$ cat config.mk
export PLATFORM = sky130hd
export DESIGN_NAME = ias_param_memory
export DESIGN_NICKNAME = d
export VERILOG_FILES = /design/src/rtl/ias_param_memory.sv
export SDC_FILE = /design/constraint.sdc
export NUM_CORES = 1
export LEC_CHECK = 0
export BUFFER_PORTS_ARGS = -buffer_cell sky130_fd_sc_hd__buf_2
export CAP_MARGIN = 10
export CORE_MARGIN = 4
export CORE_UTILIZATION = 29
export DETAILED_ROUTE_END_ITERATION = 10
export PLACE_DENSITY = 0.52
export SLEW_MARGIN = 0
export SYNTH_ARGS = -nofsm -noshare
export SYNTH_HDL_FRONTEND = slang
export SYNTH_SLANG_ARGS = --single-unit
$ cat constraint.sdc
create_clock -name clk -period 2.9 [get_ports clk]
set_input_delay 0.87 -clock clk [delete_from_list [all_inputs] [get_ports clk]]
set_output_delay 0.87 -clock clk [all_outputs]
set_load 0.05 [all_outputs]
$ cat src/rtl/ias_param_memory.sv
// ----------------------------------------------------------------------------
// ias_param_memory
//
// Parametrised single-port data memory for the IAS datapath. After reset a
// hardware sweep writes zero into every word. While the sweep runs no request
// is accepted. Once it finishes, one request per cycle is accepted. Read data
// comes back on a fixed-latency response pipeline.
//
// Optional feature (compile-time macro MEM_PARITY_EN):
//   When defined, each word carries one extra even-parity bit. A write can
//   deliberately corrupt that bit through req_perr_inj. Each read response
//   reports a mismatch on rsp_perr. When undefined, req_perr_inj is ignored
//   and rsp_perr is tied to 0.
//
// Parameters:
//   DATA_W  data word width (1..64)
//   ADDR_W  address width
//   DEPTH   number of words (2..2**ADDR_W, any value in that range)
//   RD_LAT  cycles from read acceptance to response (1..4)
//
// Ports:
//   clk           rising-edge clock
//   rst_n         asynchronous active-low reset
//   req_valid     request present
//   req_ready     request accepted this cycle when req_valid is also high
//   req_we        1 = write, 0 = read
//   req_addr      word address (addresses >= DEPTH are out of range)
//   req_wdata     write data
//   req_perr_inj  store inverted parity on this write (parity build only)
//   rsp_valid     one-cycle pulse: rsp_rdata carries read data
//   rsp_rdata     read data; holds its last value between pulses
//   rsp_perr      parity mismatch on this response
//   init_done     clear sweep complete
//
// Handshake: a request transfers on a rising edge where req_valid and
// req_ready are both high. The request fields are sampled only on that edge.
// The response channel has no backpressure: every accepted read produces
// exactly one rsp_valid pulse, in request order. Out-of-range reads are
// included; they return zero data.
// ----------------------------------------------------------------------------
module ias_param_memory #(
    parameter int DATA_W = 8,
    parameter int ADDR_W = 4,
    parameter int DEPTH  = 16,
    parameter int RD_LAT = 1
) (
    input  logic              clk,
    input  logic              rst_n,
    input  logic              req_valid,
    output logic              req_ready,
    input  logic              req_we,
    input  logic [ADDR_W-1:0] req_addr,
    input  logic [DATA_W-1:0] req_wdata,
    input  logic              req_perr_inj,
    output logic              rsp_valid,
    output logic [DATA_W-1:0] rsp_rdata,
    output logic              rsp_perr,
    output logic              init_done
);

`ifdef MEM_PARITY_EN
    localparam int SW = DATA_W + 1;   // {parity, data}
`else
    localparam int SW = DATA_W;
`endif

    localparam logic [ADDR_W-1:0] LAST_ADDR = ADDR_W'(DEPTH - 1);

    typedef enum logic {INIT, RUN} state_t;

    state_t            state;
    logic [ADDR_W-1:0] clr_cnt;
    logic              run_q;

    logic              accept;
    logic              in_range;
    logic              rd_accept;

    // Storage array: not reset. The clear sweep defines its contents.
    logic [SW-1:0]     mem [0:DEPTH-1];

    logic              mem_we;
    logic [ADDR_W-1:0] mem_waddr;
    logic [SW-1:0]     mem_wdata;
    logic [ADDR_W-1:0] mem_raddr;
    logic [SW-1:0]     rd_word;

    // Read pipeline: stage 0 loads on the accepting edge. The last stage
    // drives the response outputs.
    logic [RD_LAT-1:0] pv;
    logic [DATA_W-1:0] pd [RD_LAT];

    assign req_ready = run_q;
    assign init_done = run_q;

    assign accept    = req_valid & req_ready;
    assign in_range  = (32'(req_addr) < 32'(DEPTH));
    assign rd_accept = accept & ~req_we;

    // ------------------------------------------------------------------
    // Control FSM: INIT sweeps the clear counter over every word, then
    // settles in RUN. Only reset returns it to INIT.
    // ------------------------------------------------------------------
    always_ff @(posedge clk or negedge rst_n) begin
        if (!rst_n) begin
            state   <= INIT;
            clr_cnt <= '0;
            run_q   <= 1'b0;
        end else begin
            case (state)
                INIT: begin
                    clr_cnt <= clr_cnt + 1'b1;
                    if (clr_cnt == LAST_ADDR) begin
                        state <= RUN;
                        run_q <= 1'b1;
                    end
                end
                RUN: begin
                    run_q <= 1'b1;
                end
                default: begin
                    state <= INIT;
                    run_q <= 1'b0;
                end
            endcase
        end
    end

    // ------------------------------------------------------------------
    // Write port. The sweep owns the port during INIT. In RUN only
    // accepted, in-range writes reach the array.
    // ------------------------------------------------------------------
    always_comb begin
        mem_we    = 1'b0;
        mem_waddr = '0;
        mem_wdata = '0;
        if (state == INIT) begin
            mem_we    = 1'b1;
            mem_waddr = clr_cnt;
            mem_wdata = '0;            // zero data has zero even parity
        end else if (accept && req_we && in_range) begin
            mem_we    = 1'b1;
            mem_waddr = req_addr;
`ifdef MEM_PARITY_EN
            mem_wdata = {(^req_wdata) ^ req_perr_inj, req_wdata};
`else
            mem_wdata = req_wdata;
`endif
        end
    end

    always_ff @(posedge clk) begin
        if (mem_we) begin
            mem[mem_waddr] <= mem_wdata;
        end
    end

    // Out-of-range reads must not index past the array. They are replaced
    // by an all-zero word, which also has zero data and consistent parity.
    assign mem_raddr = in_range ? req_addr : '0;
    assign rd_word   = in_range ? mem[mem_raddr] : '0;

    // ------------------------------------------------------------------
    // Read response pipeline. Data registers load only behind a valid
    // bit. The final stage therefore keeps the last returned word between
    // pulses.
    // ------------------------------------------------------------------
    always_ff @(posedge clk or negedge rst_n) begin
        if (!rst_n) begin
            pv <= '0;
            for (int i = 0; i < RD_LAT; i++) begin
                pd[i] <= '0;
            end
        end else begin
            pv[0] <= rd_accept;
            if (rd_accept) begin
                pd[0] <= rd_word[DATA_W-1:0];
            end
            for (int i = 1; i < RD_LAT; i++) begin
                pv[i] <= pv[i-1];
                if (pv[i-1]) begin
                    pd[i] <= pd[i-1];
                end
            end
        end
    end

    assign rsp_valid = pv[RD_LAT-1];
    assign rsp_rdata = pd[RD_LAT-1];

`ifdef MEM_PARITY_EN
    // The mismatch is resolved when the word leaves the array. The
    // reduction XOR covers data and stored parity together. Only the
    // resulting flag travels down the pipeline.
    logic pp [RD_LAT];

    always_ff @(posedge clk or negedge rst_n) begin
        if (!rst_n) begin
            for (int i = 0; i < RD_LAT; i++) begin
                pp[i] <= 1'b0;
            end
        end else begin
            if (rd_accept) begin
                pp[0] <= ^rd_word;
            end
            for (int i = 1; i < RD_LAT; i++) begin
                if (pv[i-1]) begin
                    pp[i] <= pp[i-1];
                end
            end
        end
    end

    assign rsp_perr = pv[RD_LAT-1] & pp[RD_LAT-1];
`else
    logic unused_perr_inj;
    assign unused_perr_inj = req_perr_inj;
    assign rsp_perr        = 1'b0;
`endif

endmodule

==> results.py <==
metrics = {
    "synthesis": {
        "synth_fp_nets": 310,
        "avgSynthCellArea_um2": 19.5,
        "synthArstFlopShare": 0.105,
        "ys_ff_latch": 143,
        "synth_cells": 292,
        "syn_area_um2": 5690,
        "yosys.cell_types.count": 35,
        "synth_edf_count": 128,
        "synth_ff_type": "edfxtp_1",
        "ys_seq_area_frac": 0.741,
        "ys_warn_count": 0,
    },
    "sta": {
        "finClkSkew_ps": 7.01,
        "max_slew_margin": 0.377,
        "rsz0062_at_grt": "no",
        "final.setup.tns_ps": 0,
        "finalHoldViolations": 0,
        "hold_ws_ps": 374,
        "worstMarginPinSlew_ps": 931,
        "setup_viol": 0,
        "layout_min_cycle_time_ps": 2410,
        "post-route-period-util": 0.830,
        "max_freq_mhz": 415,
        "finalMaxSlewViolations": 0,
    },
    "floorplan": {
        "die_w_um": 148,
        "start_util": 0.299,
        "die_height_um": 148,
        "die_area_um2": 21900,
        "ios": 29,
        "fp.coreArea_um2": 19000,
        "rows": 50,
    },
    "layout": {
        "fillers": 1810,
        "final_nets": 366,
        "post-route-util": 0.360,
        "drive_gt1_frac": 0.352,
        "antennaDiodeCount": 0,
        "multiInputGateArea_um2": 1360,
        "final_cell_count_no_fill": 621,
        "register_area_um2": 4220,
        "syn_to_final_growth_pct": 20.2,
    },
    "route": {
        "drt-pass1-iter-count": 4,
        "vias": 2840,
        "wl_mm": 12.1,
        "wl_per_cell_um": 19.4,
        "ant_nets": 0,
        "via_per_inst": 4.57,
        "drt_iter0_drc": 162,
        "route.detailed.drc": 0,
    },
    "grt": {
        "grt_max_degree": 27,
        "grt_pass1_wl_mm": 18.4,
        "grtUsageTotal": 0.116,
        "grtUsageMet1": 0.149,
        "busiest_layer": "met2",
        "grt_pass1_vias": 3127,
        "grt_use_met2": 0.187,
        "antenna_found_initial": 0,
        "globalRouteMet3Util": 0.0341,
        "grt.overflow.total": 0,
    },
    "setup_path": {
        "cp.arrival_ps": 2440,
        "cp_data_required_time_ps": 2940,
        "worstSetupPathType": "in -> reg",
        "reg2regPathDepth": 4,
        "start_kind": "primary input",
        "reg2reg_from": "init_done$_DFFE_PN0P_",
        "crit_fanout": 10,
        "r2r_end": "mem[12][3]$_DFFE_PP_",
        "cp-endpoint": "mem[12][3]$_DFFE_PP_",
        "r2r_setup_slack_ps": 630,
        "crit_path_end_kind": "flip-flop",
        "worstSetupStartpoint": "req_valid",
    },
    "placed_design": {
        "dpl.cell_count": 589,
        "place.port_buffers": 26,
        "dp_hpwl_mm": 7.87,
        "gp_congestion": 0.749,
    },
    "cts": {
        "postCtsSetupBuffers": 0,
        "cts_tree": "built",
        "cts.repair.resized": 0,
        "cts-root-buf": "clkbuf_16",
        "clock_sinks": 143,
        "path_clk_slew_ps": 60,
        "numCtsBuffers": 17,
        "hold_buffers": 0,
        "clk_latency_ps": 410,
        "ctsHtreeMaxLevel": 4,
        "clock_path_buffers": 2,
    },
    "status": {
        "status": "finished clean",
    },
    "pwr": {
        "power_leakage_nw": 2.57,
        "peakVddDrop_uv": 295,
        "p_per_area_nw_per_um2": 673,
    },
    "job": {
        "maxCapViolCount": 0,
    },
    "hold_path": {
        "hp-class": "in -> async",
    },
}
==> flip-flops by register name, summed over array words and instances, names as in the netlist <==
name / count
init_done: 1
rsp_valid: 1
clr_cnt: 4
state: 1
mem: 128
rsp_rdata: 8
==> worst max-delay path, stage by stage <==
cell and delay (ps):
buf_2 100, and4_1 400, buf_4 230, a31oi_1 110
nor2_1 720
==> metrics by stage <==
step	instance area, um^2	power, mW	setup WS (ps)
after floorplan	5690	2.47	447
after detailed placement	6270	2.57	33.9
after global routing	6840	4.76	383
after CTS	6840	4.65	471
final	6840	4.61	493
after global placement	6270	2.56	74.5
==> layer usage <==
metal / wire, um / part of all wire
met1: 5340 / 0.44
met2: 5860 / 0.49
met3: 683 / 0.057
met4: 181 / 0.015
met5: 0 / 0
==> cell type report <==
class                           instances  area share
Sequential cell                       143       0.617
Multi-Input combinational cell        127       0.198
Tap cell                              260      0.0475
Clock inverter                         13      0.0203
Timing Repair Buffer                   54      0.0516
Inverter                                5     0.00274
Clock buffer                           19      0.0633
==> report_power, final <==
group	internal (mW)	switching, mW	total (mW)
clock	1.27	0.823	2.09
sequential	2.26	0.00988	2.27
combinational	0.0877	0.162	0.250
total	3.61	0.995	4.61
==> cell usage in the layout (no fill, tap or decap), drive strengths merged, types with 3 or more instances in the layout <==
cell and count:
clkinv 5, nand2 4, mux2i 9, dfrtp 15, nor2 22, mux4 31
a32oi 3, nor3 7, a221o 7, clkbuf 19, and2 8, xnor2 3
buf 54, clkinvlp 3, or2 3, mux2 9, inv 8, edfxtp 128
nand3 5
==> kinds of logic after synthesis <==
logic type	count (synthesis)	synth area share
adder cells (fa/ha/maj)	1	0.00220
flip-flops	143	0.741
other	1	0.000659
XOR/XNOR	3	0.00462
AND/OR/NAND/NOR	55	0.0473
buffers and inverters	22	0.0207
AO/OA/AOI/OAI	18	0.0270
multiplexers	49	0.156
==> cells in the mapped netlist, types with 5 or more instances <==
library cell / n / area, um^2
edfxtp_1: 128 / 3840
a221o_1: 7 / 70.1
clkbuf_1: 6 / 22.5
nor2_1: 22 / 82.6
nand3_1: 5 / 25.0
and2_1: 8 / 50.1
mux4_2: 31 / 698
nor3_1: 7 / 35.0
dfrtp_1: 15 / 375
mux2i_1: 9 / 90.1
mux2_2: 9 / 101
==> worst min-delay path by stage <==
stage                                   from                        to  slack (ps)  cells past startpoint
finish                                 rst_n  rsp_rdata[7]$_DFFE_PN0P_         370                      1
global route                           rst_n  rsp_rdata[4]$_DFFE_PN0P_         390                      1
CTS                                    rst_n  rsp_rdata[3]$_DFFE_PN0P_         370                      1
detailed placement  rsp_rdata[0]$_DFFE_PN0P_  rsp_rdata[0]$_DFFE_PN0P_         500                      2
global placement    rsp_rdata[0]$_DFFE_PN0P_  rsp_rdata[0]$_DFFE_PN0P_         490                      2
floorplan             clr_cnt[0]$_DFFE_PN0N_    clr_cnt[0]$_DFFE_PN0N_         500                      1
No activity file was read; power rests on OpenSTA's default activity.
